File: src/rtl/adder_arbiter_if.sv
// Handshake bundle between the requesters/consumer and the shared adder.
// The slave modport is the arbiter side. The master modport is the requester/consumer side.
interface adder_arbiter_if #(
  parameter int WIDTH   = 32,
  parameter int NUM_REQ = 3,
  parameter int ID_W    = 2
);
  logic [NUM_REQ-1:0]       req_valid;
  logic [NUM_REQ*WIDTH-1:0] req_a;
  logic [NUM_REQ*WIDTH-1:0] req_b;
  logic [NUM_REQ-1:0]       req_ready;
  logic                     rsp_valid;
  logic                     rsp_ready;
  logic [ID_W-1:0]          rsp_id;
  logic [WIDTH-1:0]         rsp_sum;
  logic                     rsp_carry;

  modport master (
    output req_valid, req_a, req_b, rsp_ready,
    input  req_ready, rsp_valid, rsp_id, rsp_sum, rsp_carry
  );

  modport slave (
    input  req_valid, req_a, req_b, rsp_ready,
    output req_ready, rsp_valid, rsp_id, rsp_sum, rsp_carry
  );
endinterface

File: src/rtl/adder_arbiter.sv
// Round-robin arbiter that shares one WIDTH-bit adder and has a one-entry tagged result buffer.
// Define ADDER_ARB_STATS_EN to add the saturating stat_grants and stat_stalls counters.
module adder_arbiter #(
  parameter int WIDTH   = 32,
  parameter int NUM_REQ = 3,
  parameter int ID_W    = 2
) (
  input  logic           clk,
  input  logic           rst_n,
  adder_arbiter_if.slave bus
`ifdef ADDER_ARB_STATS_EN
  ,
  output logic [15:0]    stat_grants,
  output logic [15:0]    stat_stalls
`endif
);

  logic               rsp_valid_q, rsp_valid_d;
  logic [ID_W-1:0]    rsp_id_q, rsp_id_d;
  logic [WIDTH-1:0]   rsp_sum_q, rsp_sum_d;
  logic               rsp_carry_q, rsp_carry_d;
  logic [ID_W-1:0]    ptr_q, ptr_d;

  logic               can_accept;
  logic               found;
  logic               xfer;
  logic [ID_W-1:0]    gnt_idx;
  logic [NUM_REQ-1:0] gnt;
  logic [WIDTH-1:0]   a_sel, b_sel;
  logic [WIDTH:0]     sum_full;

  assign can_accept = !rsp_valid_q || bus.rsp_ready;

  // The lowest valid index at or above ptr wins. If there is none, the scan wraps to the lowest valid index.
  always_comb begin : grant_scan
    logic            hi_found, lo_found;
    logic [ID_W-1:0] hi_idx, lo_idx;
    hi_found = 1'b0;
    lo_found = 1'b0;
    hi_idx   = '0;
    lo_idx   = '0;
    for (int i = NUM_REQ - 1; i >= 0; i--) begin
      if (bus.req_valid[i]) begin
        lo_found = 1'b1;
        lo_idx   = ID_W'(i);
        if (i >= int'(ptr_q)) begin
          hi_found = 1'b1;
          hi_idx   = ID_W'(i);
        end
      end
    end
    found   = hi_found || lo_found;
    gnt_idx = hi_found ? hi_idx : lo_idx;
  end

  assign xfer = found && can_accept;

  always_comb begin
    gnt   = '0;
    a_sel = '0;
    b_sel = '0;
    for (int i = 0; i < NUM_REQ; i++) begin
      if (gnt_idx == ID_W'(i)) begin
        gnt[i] = xfer;
        a_sel  = bus.req_a[i*WIDTH +: WIDTH];
        b_sel  = bus.req_b[i*WIDTH +: WIDTH];
      end
    end
  end

  assign sum_full      = {1'b0, a_sel} + {1'b0, b_sel};
  assign bus.req_ready = gnt & {NUM_REQ{rst_n}};

  always_comb begin
    rsp_valid_d = rsp_valid_q;
    rsp_id_d    = rsp_id_q;
    rsp_sum_d   = rsp_sum_q;
    rsp_carry_d = rsp_carry_q;
    ptr_d       = ptr_q;
    if (xfer) begin
      rsp_valid_d = 1'b1;
      rsp_id_d    = gnt_idx;
      rsp_sum_d   = sum_full[WIDTH-1:0];
      rsp_carry_d = sum_full[WIDTH];
      ptr_d       = (gnt_idx == ID_W'(NUM_REQ - 1)) ? '0 : gnt_idx + ID_W'(1);
    end else if (bus.rsp_ready) begin
      rsp_valid_d = 1'b0;
    end
  end

  // Output buffer stage
  always_ff @(posedge clk or negedge rst_n) begin
    if (!rst_n) begin
      rsp_valid_q <= 1'b0;
      rsp_id_q    <= '0;
      rsp_sum_q   <= '0;
      rsp_carry_q <= 1'b0;
      ptr_q       <= '0;
    end else begin
      rsp_valid_q <= rsp_valid_d;
      rsp_id_q    <= rsp_id_d;
      rsp_sum_q   <= rsp_sum_d;
      rsp_carry_q <= rsp_carry_d;
      ptr_q       <= ptr_d;
    end
  end

  assign bus.rsp_valid = rsp_valid_q;
  assign bus.rsp_id    = rsp_id_q;
  assign bus.rsp_sum   = rsp_sum_q;
  assign bus.rsp_carry = rsp_carry_q;

`ifdef ADDER_ARB_STATS_EN
  logic [15:0] grants_q, grants_d;
  logic [15:0] stalls_q, stalls_d;

  function automatic logic [15:0] sat_inc(input logic [15:0] v);
    return (v == 16'hFFFF) ? v : v + 16'd1;
  endfunction

  always_comb begin
    grants_d = xfer ? sat_inc(grants_q) : grants_q;
    stalls_d = (|bus.req_valid && !can_accept) ? sat_inc(stalls_q) : stalls_q;
  end

  always_ff @(posedge clk or negedge rst_n) begin
    if (!rst_n) begin
      grants_q <= '0;
      stalls_q <= '0;
    end else begin
      grants_q <= grants_d;
      stalls_q <= stalls_d;
    end
  end

  assign stat_grants = grants_q;
  assign stat_stalls = stalls_q;
`endif

endmodule

File: src/flat_wrapper.sv
// flat-port wrapper written by rule: the top's interface ports become plain ports
module adder_arbiter_flat 
#(
  parameter int WIDTH   = 32,
  parameter int NUM_REQ = 3,
  parameter int ID_W    = 2
)
  (clk, rst_n, bus_req_valid, bus_req_a, bus_req_b, bus_rsp_ready, bus_req_ready, bus_rsp_valid, bus_rsp_id, bus_rsp_sum, bus_rsp_carry);
  adder_arbiter_if #(.WIDTH(WIDTH), .NUM_REQ(NUM_REQ), .ID_W(ID_W)) bus_i ();
  input  logic clk;
  input  logic rst_n;
  input wire logic [$bits(bus_i.req_valid)-1:0] bus_req_valid;
  input wire logic [$bits(bus_i.req_a)-1:0] bus_req_a;
  input wire logic [$bits(bus_i.req_b)-1:0] bus_req_b;
  input wire logic [$bits(bus_i.rsp_ready)-1:0] bus_rsp_ready;
  output wire logic [$bits(bus_i.req_ready)-1:0] bus_req_ready;
  output wire logic [$bits(bus_i.rsp_valid)-1:0] bus_rsp_valid;
  output wire logic [$bits(bus_i.rsp_id)-1:0] bus_rsp_id;
  output wire logic [$bits(bus_i.rsp_sum)-1:0] bus_rsp_sum;
  output wire logic [$bits(bus_i.rsp_carry)-1:0] bus_rsp_carry;
  assign bus_i.req_valid = bus_req_valid;
  assign bus_i.req_a = bus_req_a;
  assign bus_i.req_b = bus_req_b;
  assign bus_i.rsp_ready = bus_rsp_ready;
  assign bus_req_ready = bus_i.req_ready;
  assign bus_rsp_valid = bus_i.rsp_valid;
  assign bus_rsp_id = bus_i.rsp_id;
  assign bus_rsp_sum = bus_i.rsp_sum;
  assign bus_rsp_carry = bus_i.rsp_carry;
  adder_arbiter #(.WIDTH(WIDTH), .NUM_REQ(NUM_REQ), .ID_W(ID_W)) u_core (.clk(clk), .rst_n(rst_n), .bus(bus_i));
endmodule
File: config.mk
export PLATFORM = sky130hd
export DESIGN_NAME = adder_arbiter_flat
export DESIGN_NICKNAME = d
export VERILOG_FILES = /design/src/rtl/adder_arbiter_if.sv /design/src/rtl/adder_arbiter.sv /design/src/flat_wrapper.sv
export SDC_FILE = /design/constraint.sdc
export NUM_CORES = 1
export LEC_CHECK = 0
export BUFFER_PORTS_ARGS = -buffer_cell sky130_fd_sc_hd__buf_2
export CAP_MARGIN = 20
export CORE_ASPECT_RATIO = 1.75
export CORE_MARGIN = 1.5
export CORE_UTILIZATION = 42
export CTS_BUF_LIST = sky130_fd_sc_hd__clkbuf_16
export CTS_CLUSTER_SIZE = 20
export DETAILED_ROUTE_END_ITERATION = 16
export PLACE_DENSITY = 0.83
export SYNTH_ARGS = -nofsm -noshare
export SYNTH_HDL_FRONTEND = slang
export SYNTH_SLANG_ARGS = --single-unit
File: constraint.sdc
create_clock -name clk -period 3.75 [get_ports clk]
set_input_delay 0 -clock clk [delete_from_list [all_inputs] [get_ports clk]]
set_output_delay 0 -clock clk [all_outputs]
set_load 0.05 [all_outputs]
==> impl_metrics.ini <==
[pwr]
switching_share_pct = 53.61
ir_drop_v = 0.0004388
p_leak_uw = 0.003297
p_clk_share_pct = 13.4
combPwrFrac_pct = 69.7
power_density_mw_per_mm2 = 645.7
power_frac_seq_pct = 16.9
p_int_uw = 1953
p_switching_uw = 2257

[clock_tree]
cts_tree = built
cts_root_buf = clkbuf_16
cts_buffers = 5
clockBufferDepth = 2
h-tree-depth = 2
clkTransAtPathRegs_ns = 0.06
clk_latency_ns = 0.29
cts.sinks = 38

[global_route]
grt.total_usage_pct = 33.39
grt_max_degree = 64
grt_pass1_wl_um = 29280
grt_antenna_before_repair = 0
grt_pass1_vias = 5828
grt.overflow.total = 0

[synth]
synth_warnings = 0
yosysTopAreaCell = dfrtp_1
synth.distinct_cells = 51
ys_ff_latch = 38
synth_top_area_share_pct = 20.50
synth_top_flop_cell = dfrtp_1
syn_inst = 666
yosysSeqAreaShare_pct = 20.50
synth_edf_count = 0
synth_most_common_cell = nor2_1
ys_top_cells_by_area = dfrtp_1, nor2_1, ha_1, mux2i_1, a21oi_1
synth_fp_nets = 897
syn_area_per_cell_um2 = 6.964
synth-async-reset-ratio_pct = 100.0
synth_area_mm2 = 0.004638
synthTopCellsByCount = nor2_1, a21oi_1, nand2_1, o21ai_0

[route]
via_per_inst = 5.901
vias = 6161
ant_nets = 0
drc = 0
drt_iter0_drc = 545
first_pass_iters = 6
routed_wl_um = 19620
wire_per_inst_um = 18.79

[floorplan]
die_y_um = 142.0
die_area_mm2 = 0.01171
core_area_mm2 = 0.01070
die_w_um = 82.44
io_pins = 237
initial_utilization_pct = 43.36
rows = 50

[place]
gp_congestion = 1.007
port_buffers = 236
hpwlAfterDp_um = 15630
placed_cells = 1025

[critical_path]
worstPathMaxFanout = 39
cp-end-kind = flip-flop
worstReg2RegStart = u_core.ptr_q[0]
start_kind = flip-flop
reg2reg_to = u_core.bus.rsp_sum[28]
crit_type = reg2reg
reg2reg_depth = 15
ff2ff_setup_slack_ns = 0.08
arrival_ns = 3.84
required_ns = 3.92

[timing]
fin_crit_ns = 3.666
worst_pin_slew_ns = 0.6910
slew_headroom_pct = 53.62
final.setup.tns_ns = 0
hold_viol = 0
setup_violations = 0
slew_viol_final = 0
fin_crit_sh_pct = 97.75
clock.fmax_mhz = 272.8
finalClockSkew_ns = 0.007464

[cells_and_area]
area_growth_pct = 40.57
drive_gt1_share_pct = 34.35
fin_util_pct = 60.95
finalNetCount = 1144
antenna-diode-count = 0
final_cells = 1044

[worst_hold_path]
worstHoldEndpoint = u_core.bus.rsp_valid
hold_class = in2reg
hold_start = bus_req_valid[0]
whs_path_depth = 3

[outcome]
status = finished clean

[run]
cap_violations = 0
flip-flops by register name, indices dropped and copies added (netlist names):
name	flops
u_core.bus.rsp_carry	1
u_core.bus.rsp_sum	32
u_core.bus.rsp_valid	1
u_core.ptr_q	2
u_core.bus.rsp_id	2
critical path: stages, from the launching register on:
cell and delay [ns]:
dfrtp_1 0.45, nand2b_4 0.11, a21oi_2 0.07, o21ai_4 0.21, buf_12 0.23, nor2_1 0.07
a21oi_1 0.15, ha_2 0.27, fa_2 0.24, a21o_1 0.15, a221oi_2 0.07, buf_4 0.15
or4_4 0.55, a311oi_4 0.41, o21ai_2 0.11, mux2_4 0.30
worst max-delay path by stage:
stage	from	to	slack, ns	cells after the start
global placement	u_core.ptr_q[1]	u_core.bus.rsp_sum[28]	0.17	14
global route	u_core.ptr_q[1]	u_core.bus.rsp_sum[28]	-0.11	15
CTS	u_core.ptr_q[0]	u_core.bus.rsp_sum[28]	0.06	15
detailed placement	u_core.ptr_q[0]	u_core.bus.rsp_sum[28]	0.07	15
floorplan	u_core.ptr_q[0]	u_core.bus.rsp_sum[26]	0.08	14
finish	u_core.ptr_q[0]	u_core.bus.rsp_sum[28]	0.08	15
routing by layer:
| metal | up-vias | wire length [um] | GRT usage (%) |
|---|---|---|---|
| li1 | 2949 | - | - |
| met1 | 2765 | 6576 | 33.77 |
| met2 | 355 | 9720 | 57.89 |
| met3 | 92 | 1611 | 6.859 |
| met4 | 0 | 1710 | 24.62 |
| met5 | - | 0 | 0 |
placed cells by master, fill, tap and decap left out, types with 20 or more instances in the layout:
cell type	n
a21oi_1	73
buf_2	236
mux2i_1	38
ha_1	29
buf_4	40
o22ai_1	28
nor2_1	123
o21ai_0	43
nand2_1	71
nand3_1	20
dfrtp_1	38
cell type report:
| class | count | area (um^2) |
|---|---|---|
| clock buffers | 5 | 125.1 |
| clock inverters | 3 | 68.82 |
| fillers | 995 | 4178 |
| inverters | 4 | 15.01 |
| multi-input cells | 580 | 3590 |
| flip-flops and latches | 38 | 950.9 |
| well taps | 130 | 162.7 |
| repair buffers | 284 | 1608 |
power groups by stage:
stage	Combinational, uW	Clock (uW)	Sequential [uW]
floorplan	1320	0	1300
finish	2930	564	711
global route	3140	585	736
CTS	2830	569	704
detailed placement	2810	0	707
global placement	2780	0	711
stage by stage:
| stage | power, uW | instance area, um^2 | hold WS (ns) | worst slack [ns] |
|---|---|---|---|---|
| final | 4210 | 6520 | 0.1163 | 0.08419 |
| after global routing | 4460 | 6520 | 0.1034 | -0.1056 |
| after CTS | 4099 | 6370 | 0.07623 | 0.05691 |
| after detailed placement | 3519 | 6156 | 0.09290 | 0.07007 |
| after global placement | 3490 | 6156 | 0.08732 | 0.1703 |
| after floorplan | 2616 | 4639 | -0.2956 | 0.07691 |
cell families (layout without fill, tap and decap cells):
kind of cell	after synthesis	after routing	share of synthesized area (%)
flip-flops	38	38	20.50
AO/OA/AOI/OAI	224	224	30.16
buffers and inverters	49	296	4.046
AND/OR/NAND/NOR	268	269	24.87
adder cells (fa/ha/maj)	33	33	9.064
multiplexers	39	39	8.524
XOR/XNOR	15	15	2.833
repair_timing:
action | 4_1_cts | 5_1_grt
setup buffers | 0 | 7
endpoints found under the hold margin | 39 | 0
setup endpoints to repair | 0 | 16
hold buffers | 2 | 0
gates resized for setup | 0 | 17
(Power assumes the default switching activity.)
